<file path="src/rtl/instr_encoder_if.sv">
// Handshake bundle for the RV32I instruction encoder: field/immediate input
// beat, address-load control and the encoded-word output beat.
interface instr_encoder_if;
   logic               in_valid;
   logic               in_ready;
   logic        [2:0]  fmt;
   logic        [6:0]  opcode;
   logic        [4:0]  rd;
   logic        [4:0]  rs1;
   logic        [4:0]  rs2;
   logic        [2:0]  funct3;
   logic        [6:0]  funct7;
   logic signed [31:0] imm;
   logic               addr_load;
   logic        [31:0] addr_in;
   logic               out_valid;
   logic               out_ready;
   logic        [31:0] instr;
   logic        [31:0] out_addr;
   logic               err;
   logic        [7:0]  err_cnt;

   // Producer/consumer side (loader, sequencer, testbench)
   modport master (
      output in_valid, fmt, opcode, rd, rs1, rs2, funct3, funct7, imm,
             addr_load, addr_in, out_ready,
      input  in_ready, out_valid, instr, out_addr, err, err_cnt
   );

   // Encoder side
   modport slave (
      input  in_valid, fmt, opcode, rd, rs1, rs2, funct3, funct7, imm,
             addr_load, addr_in, out_ready,
      output in_ready, out_valid, instr, out_addr, err, err_cnt
   );
endinterface

</file>
<file path="src/rtl/instr_encoder.sv">
// Two-stage RV32I instruction encoder. S1 captures the decoded fields, S2
// holds the packed instruction word (or a NOP when the immediate does not fit
// the chosen format) together with a running word address and error count.
module instr_encoder (
   input  logic            clk,
   input  logic            rst,
   instr_encoder_if.slave  bus
);

   localparam logic [2:0]  FMT_I = 3'd0;
   localparam logic [2:0]  FMT_S = 3'd1;
   localparam logic [2:0]  FMT_B = 3'd2;
   localparam logic [2:0]  FMT_U = 3'd3;
   localparam logic [2:0]  FMT_J = 3'd4;
   localparam logic [2:0]  FMT_R = 3'd5;
   localparam logic [31:0] NOP   = 32'h0000_0013;

   // Immediate representability check; illegal formats always fail.
   function automatic logic f_range_err(input logic [2:0] fmt,
                                        input logic signed [31:0] imm);
      logic e;
      case (fmt)
         FMT_I, FMT_S: e = (imm < -32'sd2048) || (imm > 32'sd2047);
         FMT_B:        e = (imm < -32'sd4096) || (imm > 32'sd4094) || imm[0];
         FMT_J:        e = (imm < -32'sd1048576) || (imm > 32'sd1048574) || imm[0];
         FMT_U:        e = (imm[11:0] != 12'd0);
         FMT_R:        e = 1'b0;
         default:      e = 1'b1;
      endcase
      return e;
   endfunction

   // Scatter the immediate and register fields into the RV32I bit layout.
   function automatic logic [31:0] f_pack(input logic [2:0]         fmt,
                                          input logic [6:0]         op,
                                          input logic [4:0]         rd,
                                          input logic [4:0]         rs1,
                                          input logic [4:0]         rs2,
                                          input logic [2:0]         f3,
                                          input logic [6:0]         f7,
                                          input logic signed [31:0] imm);
      logic [31:0] w;
      case (fmt)
         FMT_I:   w = {imm[11:0], rs1, f3, rd, op};
         FMT_S:   w = {imm[11:5], rs2, rs1, f3, imm[4:0], op};
         FMT_B:   w = {imm[12], imm[10:5], rs2, rs1, f3, imm[4:1], imm[11], op};
         FMT_U:   w = {imm[31:12], rd, op};
         FMT_J:   w = {imm[20], imm[10:1], imm[11], imm[19:12], rd, op};
         FMT_R:   w = {f7, rs2, rs1, f3, rd, op};
         default: w = NOP;
      endcase
      return w;
   endfunction

   // S1 registers
   logic               r_vld_p1;
   logic        [2:0]  r_fmt_p1;
   logic        [6:0]  r_opcode_p1;
   logic        [4:0]  r_rd_p1;
   logic        [4:0]  r_rs1_p1;
   logic        [4:0]  r_rs2_p1;
   logic        [2:0]  r_funct3_p1;
   logic        [6:0]  r_funct7_p1;
   logic signed [31:0] r_imm_p1;

   // S2 / output registers
   logic               r_vld_p2;
   logic        [31:0] r_instr_p2;
   logic               r_err_p2;
   logic        [31:0] r_addr;
   logic        [7:0]  r_err_cnt;

   logic               w_s2_load;
   logic               w_in_ready;
   logic               w_in_hs;
   logic               w_out_hs;
   logic               w_enc_err;
   logic        [31:0] w_enc_instr;

   assign w_s2_load  = !r_vld_p2 || bus.out_ready;
   assign w_in_ready = !r_vld_p1 || w_s2_load;
   assign w_in_hs    = bus.in_valid && w_in_ready;
   assign w_out_hs   = r_vld_p2 && bus.out_ready;

   // ---- S1: capture accepted fields ----
   // S1 valid flag: refills or empties whenever the stage is allowed to move.
   always_ff @(posedge clk or negedge rst) begin
      if (!rst) begin
         r_vld_p1 <= 1'b0;
      end else if (w_in_ready) begin
         r_vld_p1 <= bus.in_valid;
      end
   end

   // S1 datapath: field capture on an input handshake, no reset needed.
   always_ff @(posedge clk) begin
      if (w_in_hs) begin
         r_fmt_p1    <= bus.fmt;
         r_opcode_p1 <= bus.opcode;
         r_rd_p1     <= bus.rd;
         r_rs1_p1    <= bus.rs1;
         r_rs2_p1    <= bus.rs2;
         r_funct3_p1 <= bus.funct3;
         r_funct7_p1 <= bus.funct7;
         r_imm_p1    <= bus.imm;
      end
   end

   // ---- S1 -> S2: combinational encode ----
   // Out-of-range immediates and illegal formats collapse to a NOP.
   always_comb begin
      w_enc_err   = f_range_err(r_fmt_p1, r_imm_p1);
      w_enc_instr = NOP;
      if (!w_enc_err) begin
         w_enc_instr = f_pack(r_fmt_p1, r_opcode_p1, r_rd_p1, r_rs1_p1,
                              r_rs2_p1, r_funct3_p1, r_funct7_p1, r_imm_p1);
      end
   end

   // ---- S2: output register ----
   // Output beat: load from S1 when empty or drained, otherwise hold stable.
   always_ff @(posedge clk or negedge rst) begin
      if (!rst) begin
         r_vld_p2   <= 1'b0;
         r_instr_p2 <= 32'd0;
         r_err_p2   <= 1'b0;
      end else if (w_s2_load) begin
         r_vld_p2 <= r_vld_p1;
         if (r_vld_p1) begin
            r_instr_p2 <= w_enc_instr;
            r_err_p2   <= w_enc_err;
         end
      end
   end

   // Word address: a load wins over the post-handshake increment.
   always_ff @(posedge clk or negedge rst) begin
      if (!rst) begin
         r_addr <= 32'd0;
      end else if (bus.addr_load) begin
         r_addr <= bus.addr_in;
      end else if (w_out_hs) begin
         r_addr <= r_addr + 32'd4;
      end
   end

   // Saturating count of error beats actually delivered to the consumer.
   always_ff @(posedge clk or negedge rst) begin
      if (!rst) begin
         r_err_cnt <= 8'd0;
      end else if (w_out_hs && r_err_p2 && (r_err_cnt != 8'hFF)) begin
         r_err_cnt <= r_err_cnt + 8'd1;
      end
   end

   assign bus.in_ready  = w_in_ready;
   assign bus.out_valid = r_vld_p2;
   assign bus.instr     = r_instr_p2;
   assign bus.err       = r_err_p2;
   assign bus.out_addr  = r_addr;
   assign bus.err_cnt   = r_err_cnt;

endmodule

</file>
<file path="src/flat_wrapper.sv">
// flat-port wrapper written by rule: the top's interface ports become plain ports
module instr_encoder_flat 
  (clk, rst, bus_in_valid, bus_fmt, bus_opcode, bus_rd, bus_rs1, bus_rs2, bus_funct3, bus_funct7, bus_imm, bus_addr_load, bus_addr_in, bus_out_ready, bus_in_ready, bus_out_valid, bus_instr, bus_out_addr, bus_err, bus_err_cnt);
  instr_encoder_if bus_i ();
  input  logic clk;
  input  logic rst;
  input wire logic [$bits(bus_i.in_valid)-1:0] bus_in_valid;
  input wire logic [$bits(bus_i.fmt)-1:0] bus_fmt;
  input wire logic [$bits(bus_i.opcode)-1:0] bus_opcode;
  input wire logic [$bits(bus_i.rd)-1:0] bus_rd;
  input wire logic [$bits(bus_i.rs1)-1:0] bus_rs1;
  input wire logic [$bits(bus_i.rs2)-1:0] bus_rs2;
  input wire logic [$bits(bus_i.funct3)-1:0] bus_funct3;
  input wire logic [$bits(bus_i.funct7)-1:0] bus_funct7;
  input wire logic [$bits(bus_i.imm)-1:0] bus_imm;
  input wire logic [$bits(bus_i.addr_load)-1:0] bus_addr_load;
  input wire logic [$bits(bus_i.addr_in)-1:0] bus_addr_in;
  input wire logic [$bits(bus_i.out_ready)-1:0] bus_out_ready;
  output wire logic [$bits(bus_i.in_ready)-1:0] bus_in_ready;
  output wire logic [$bits(bus_i.out_valid)-1:0] bus_out_valid;
  output wire logic [$bits(bus_i.instr)-1:0] bus_instr;
  output wire logic [$bits(bus_i.out_addr)-1:0] bus_out_addr;
  output wire logic [$bits(bus_i.err)-1:0] bus_err;
  output wire logic [$bits(bus_i.err_cnt)-1:0] bus_err_cnt;
  assign bus_i.in_valid = bus_in_valid;
  assign bus_i.fmt = bus_fmt;
  assign bus_i.opcode = bus_opcode;
  assign bus_i.rd = bus_rd;
  assign bus_i.rs1 = bus_rs1;
  assign bus_i.rs2 = bus_rs2;
  assign bus_i.funct3 = bus_funct3;
  assign bus_i.funct7 = bus_funct7;
  assign bus_i.imm = bus_imm;
  assign bus_i.addr_load = bus_addr_load;
  assign bus_i.addr_in = bus_addr_in;
  assign bus_i.out_ready = bus_out_ready;
  assign bus_in_ready = bus_i.in_ready;
  assign bus_out_valid = bus_i.out_valid;
  assign bus_instr = bus_i.instr;
  assign bus_out_addr = bus_i.out_addr;
  assign bus_err = bus_i.err;
  assign bus_err_cnt = bus_i.err_cnt;
  instr_encoder u_core (.clk(clk), .rst(rst), .bus(bus_i));
endmodule
</file>
<file path="config.mk">
export PLATFORM = sky130hd
export DESIGN_NAME = instr_encoder_flat
export DESIGN_NICKNAME = d
export VERILOG_FILES = /design/src/rtl/instr_encoder_if.sv /design/src/rtl/instr_encoder.sv /design/src/flat_wrapper.sv
export SDC_FILE = /design/constraint.sdc
export NUM_CORES = 1
export LEC_CHECK = 0
export BUFFER_PORTS_ARGS = -buffer_cell sky130_fd_sc_hd__buf_2
export CORE_AREA = 8 8 119 121
export DETAILED_ROUTE_END_ITERATION = 7
export DIE_AREA = 0 0 127 129
export PLACE_DENSITY = 0.84
export SLEW_MARGIN = 20
export SYNTH_ARGS = -nofsm -noshare
export SYNTH_HDL_FRONTEND = slang
export SYNTH_SLANG_ARGS = --single-unit
</file>
<file path="constraint.sdc">
create_clock -name clk -period 7.6 [get_ports clk]
set_input_delay 1.52 -clock clk [delete_from_list [all_inputs] [get_ports clk]]
set_output_delay 1.52 -clock clk [all_outputs]
set_load 0.02 [all_outputs]
</file>
# == After elaboration in Yosys (flattened, before gate mapping) ==
# Cells that the tools add are included.
# op_classes
add_sub_neg,2
mul,0
div,0
n_lt_le_gt_ge,6
eq_ne,6
shift,0
muxes,5
bitwise,0
reduce_logical,18
# ops
op,count
$pmux 32 s6,1
$mux 32,3
$add 32x3->32 const B,1
$gt 32x12->1 const B,1
$gt 32x13->1 const B,1
$gt 32x21->1 const B,1
$lt 32x12->1 const B,1
$lt 32x13->1 const B,1
$lt 32x21->1 const B,1
$reduce_bool 12->1,1
$add 8x1->8 const B,1
$ne 8x8->1 const B,1
$logic_or 1x1->1,7
$eq 3x2->1 const B,2
$eq 3x3->1 const B,2
$pmux 1 s5,1
$logic_and 1x1->1,4
$eq 3x1->1 const B,1
$logic_not 3->1,1
$logic_not 1->1,2
$reduce_and 2->1,1
$reduce_bool 2->1,1
$reduce_or 2->1,1
# word_totals
reg_bits,142
latch_bits,0
ram_bits,0
rom_bits,0
input_bits,104
output_inout_bits,75
memories,0

# == Logic depth before layout (Yosys ltp) ==
# depth
depth_word,5
depth_mapped,7
depth_no_buf,6

# == Least setup slack after synthesis ==
# OpenSTA, ideal clock, no wires.
# synth_timing
path_type,in2reg
start,input bus_out_ready
end,register u_core.r_fmt_p1[0] (enable)
arrival_time_ns,3.396
path_slack_ns,3.772
stages,2
cell_sequence,nand3b_1 > and2_1
# synth_between
elab_chain_cells,3
# synth_lines
item,line_no,source
from (decl),flat_wrapper.sv:18,input wire logic [$bits(bus_i.out_ready)-1:0] bus_out_ready;
$logic_or 1x1->1,instr_encoder.sv:80,assign w_s2_load = !r_vld_p2 || bus.out_ready;
$logic_or 1x1->1,instr_encoder.sv:81,assign w_in_ready = !r_vld_p1 || w_s2_load;
$logic_and 1x1->1,instr_encoder.sv:82,assign w_in_hs = bus.in_valid && w_in_ready;
named net u_core.w_in_hs,instr_encoder.sv:75,logic w_in_hs;
to (signal assigned),instr_encoder.sv:98,r_fmt_p1 <= bus.fmt;
to (decl),instr_encoder.sv:57,logic [2:0] r_fmt_p1;
# The timed path passes the listed nets, and every way through them passes these cells.
# A chain may end at the register's enable or synchronous reset.

# == Worst setup path after layout ==
# layout_timing
start,input bus_out_ready
end,output bus_in_ready
# layout_between
elab_chain_cells,2
# layout_lines
item,line_no,source
$logic_or 1x1->1,instr_encoder.sv:80,
$logic_or 1x1->1,instr_encoder.sv:81,
to (decl),flat_wrapper.sv:19,output wire logic [$bits(bus_i.in_ready)-1:0] bus_in_ready;
# No other way between the ends.

==> metrics.md <==
| Metric | Value |
|---|---|
| Synth cell types | `58` |
| Worst Setup Start Kind | `input pin` |
| Tot Pwr | `0.00212 W` |
| Final ANT Viol Nets | `0` |
| Slew @ Worst Pin | `982 ps` |
| Die ar. | `16,400 µm²` |
| Hold EP | `u_core.bus.instr[2]` |
| YS warnings | `0` |
| Clock Sinks | `142` |
| Die W | `127 µm` |
| Clock share of power | `38.4%` |
| R2R Setup Slk | `4990 ps` |
| N_diodes | `0` |
| Die Span Y | `129 µm` |
| FMAX | `280 MHz` |
| Asr flop ratio synth | `52.8%` |
| Nature of the critical path endpoint | `output port` |
| Final Setup Violations | `0` |
| Port bufs | `178` |
| Final min period | `3570 ps` |
| Post-DR vias/cell | `5.71` |
| Layout Nets | `870` |
| Fin Clk Skew | `7.62 ps` |
| Starting Density | `55.3%` |
| Total Routing Usage GR | `20.4%` |
| Synth Register Bits | `142` |
| First-pass GRT wire length | `26,500 µm` |
| Worst-skew pair later-pin latency | `420 ps` |
| Hold path startpoint | `u_core.bus.instr[2]` |
| Drt first-iter violations | `493` |
| Multi-input gate area | `2700 µm²` |
| Grt ovf | `0` |
| CTS max path bufs | `2` |
| Final Cell Area | `8320 µm²` |
| DR pass1 iterations | `5` |
| Clock-pin transition on the worst setup and hold timing paths | `60 ps` |
| Worst vdd ir | `236 µV` |
| Wire per inst | `18.0 µm` |
| Max_cap viols | `0` |
| Critical Path Fanout Max | `5` |
| Total CTS buffers | `17` |
| Vias in the first global route | `5,410` |
| Number of flops mapped to enable cells by yosys | `67` |
| Combinational share of power | `16.2%` |
| RR Endpoint | `u_core.bus.instr[1]` |
| Drt drc | `0` |
| Antenna violations before repair | `0` |
| DP Wirelength | `12,200 µm` |
| Root Driver | `clkbuf_16` |
| Worst min path class | `reg -> reg` |
| Net Switching | `0.000589 W` |
| Mean area per synthesized cell | `11.4 µm²` |
| Slew Limit Fails | `0` |
| Post_cts resized | `0` |
| Sequential area share after synthesis | `57.1%` |
| Met1 Resource Use GR | `24.6%` |
| Sequential share of power | `45.4%` |
| CP Class | `in -> out` |
| Largest net degree at the start of global routing | `76` |
| Yosys top cell by area | `edfxtp_1` |
| Gr busiest metal | `met2` |
| RSZ-0062 raised after global routing | `false` |
| Post-synthesis cell count | `600` |
| Post-CTS Setup Bufs | `0` |
| Core footprint | `12,300 µm²` |
| Seq. cell area | `3890 µm²` |
| Top post-synthesis cells by area | `edfxtp_1 (30%), dfrtp_1 (28%), nand2_1 (5.5%)` |
| Total Wirelength | `16,600 µm` |
| Data required, critical path | `6080 ps` |
| Area delta synth->final | `22.1%` |
| GR Layer Usage met3 | `6.87%` |
| IO Pins | `179` |
| Layout fillers | `944` |
| Hold Vio Cnt, Final | `0` |
| Synthesized area | `6810 µm²` |
| Switching part of the total | `27.8%` |
| R2r worst-path depth | `4` |
| Slew HR | `34.5%` |
| Yosys top cell area share | `29.5%` |
| Pwr Density | `254 nW/µm²` |
| Main synth FF type | `dfrtp_1` |
| Syn Nets | `706` |
| Clock H-tree levels | `4` |
| Cell Int Power | `0.00153 W` |
| Layout cell share with drive strength beyond 1 | `31.8%` |
| Outcome | `completed` |
| Final period util | `46.9%` |
| Vias | `5,293` |
| Met2 usage in global routing | `33.9%` |
| GP Congestion | `0.840` |
| Critical path data arrival time | `2050 ps` |
| Setup TNS Final | `0 ps` |
| Placed cell areas | `7740 µm²` |
| TritonCTS clock tree | `done` |
| Std cell rows | `41` |
| CTS Hold Buffers Added | `0` |
| Leak Pwr | `3.54 nW` |
| Hold Path Depth | `2` |
| Reg2reg start | `u_core.r_fmt_p1[2]` |
worst max path at each step:
stage	slack [ps]	start	end
finish	4030	bus_out_ready	bus_in_ready
global route	4010	bus_out_ready	bus_in_ready
CTS	4050	bus_out_ready	bus_in_ready
detailed placement	4050	bus_out_ready	bus_in_ready
global placement	4070	bus_out_ready	bus_in_ready
floorplan	3770	bus_out_ready	u_core.r_fmt_p1[0]
state kept, by name, summed over array words and instances, names as in the netlist:
signal	flops
u_core.bus.instr	32
u_core.r_fmt_p1	3
u_core.bus.out_addr	32
u_core.bus.out_valid	1
u_core.bus.err	1
u_core.r_funct7_p1	7
u_core.r_rs1_p1	5
u_core.bus.err_cnt	8
u_core.r_rs2_p1	5
u_core.r_opcode_p1	7
u_core.r_imm_p1	32
u_core.r_funct3_p1	3
u_core.r_vld_p1	1
u_core.r_rd_p1	5
cell usage after synthesis (6+ instances only):
cell and instances:
o221a_2 6, a22oi_1 10, clkbuf_1 24, o22ai_1 13
o31ai_1 15, xor2_1 15, nand2_1 99, buf_6 6
dfrtp_1 75, xnor2_1 11, o31ai_2 15, inv_1 8
a21oi_1 10, nand4_1 12, nor3_1 6, nor2_1 21
nor4_1 10, edfxtp_1 67, nand3_1 27, mux2i_1 19
nor2b_1 19, nand2b_1 10, o21ai_0 24, nand3b_1 6
critical path, stage by stage:
cell and delay [ps]:
buf_2 130, nand3b_1 200, buf_2 190
logic make-up after synthesis:
group / share of synthesized area, %
simple gates: 18.4
flops: 57.1
compound gates: 14.0
buf+inv: 3.31
xor+xnor: 3.34
mux: 3.45
fa+ha+maj: 0.367
per-stage QoR:
step / hold slack (ps) / utilization (%) / cells / setup WS [ps]
floorplan: 471 / - / 600 / 3770
global placement: 463 / 62.8 / 895 / 4070
detailed placement: 466 / 62.8 / 895 / 4050
CTS: 480 / 67.5 / 927 / 4050
global route: 498 / 67.6 / 927 / 4010
finish: 480 / 67.6 / 927 / 4030
layout by cell type, fill, tap and decap left out, types with 3 or more instances in the layout:
master,n
xnor2_1,11
mux2i_1,19
nand3_1,27
nand3b_1,6
o221ai_1,5
buf_2,176
clkbuf_16,17
a22oi_1,10
dfrtp_1,75
inv_1,8
nand2b_1,10
and3_1,5
bufinv_16,3
clkinv_1,5
o32a_1,3
a21oi_1,10
o21ai_0,24
and2_1,4
xor2_1,15
o221a_2,6
o31ai_2,15
o22ai_1,13
clkinvlp_4,3
nor2_1,21
nor4_1,10
a211o_1,4
nor3b_1,4
nand4_1,12
mux2_2,4
buf_4,7
a221o_1,4
nand2_1,99
nor2b_1,19
edfxtp_1,67
nor3_1,6
o31ai_1,15
layout make-up:
| type | count | area share [%] |
|---|---|---|
| multi-input cells | 412 | 32.4 |
| inverters | 8 | 0.361 |
| clock inverters | 14 | 1.81 |
| well taps | 150 | 2.26 |
| flip-flops and latches | 142 | 46.8 |
| repair buffers | 183 | 11.2 |
| clock buffers | 18 | 5.16 |
routing by layer:
metal | vias up | share of wire [%]
met5 | - | 0
met4 | 0 | 1.5
met3 | 29 | 8.0
li1 | 2551 | -
met1 | 2489 | 42
met2 | 224 | 49
power by group through the flow:
| stage | clock network (W) | registers (W) | logic, W |
|---|---|---|---|
| CTS | 0.000828 | 0.000959 | 0.000348 |
| global route | 0.000862 | 0.000969 | 0.000377 |
| detailed placement | 0 | 0.000974 | 0.000346 |
| global placement | 0 | 0.000967 | 0.000335 |
| floorplan | 0 | 0.00102 | 0.000164 |
| finish | 0.000812 | 0.000960 | 0.000344 |
Power figures use the tool's default switching activity.
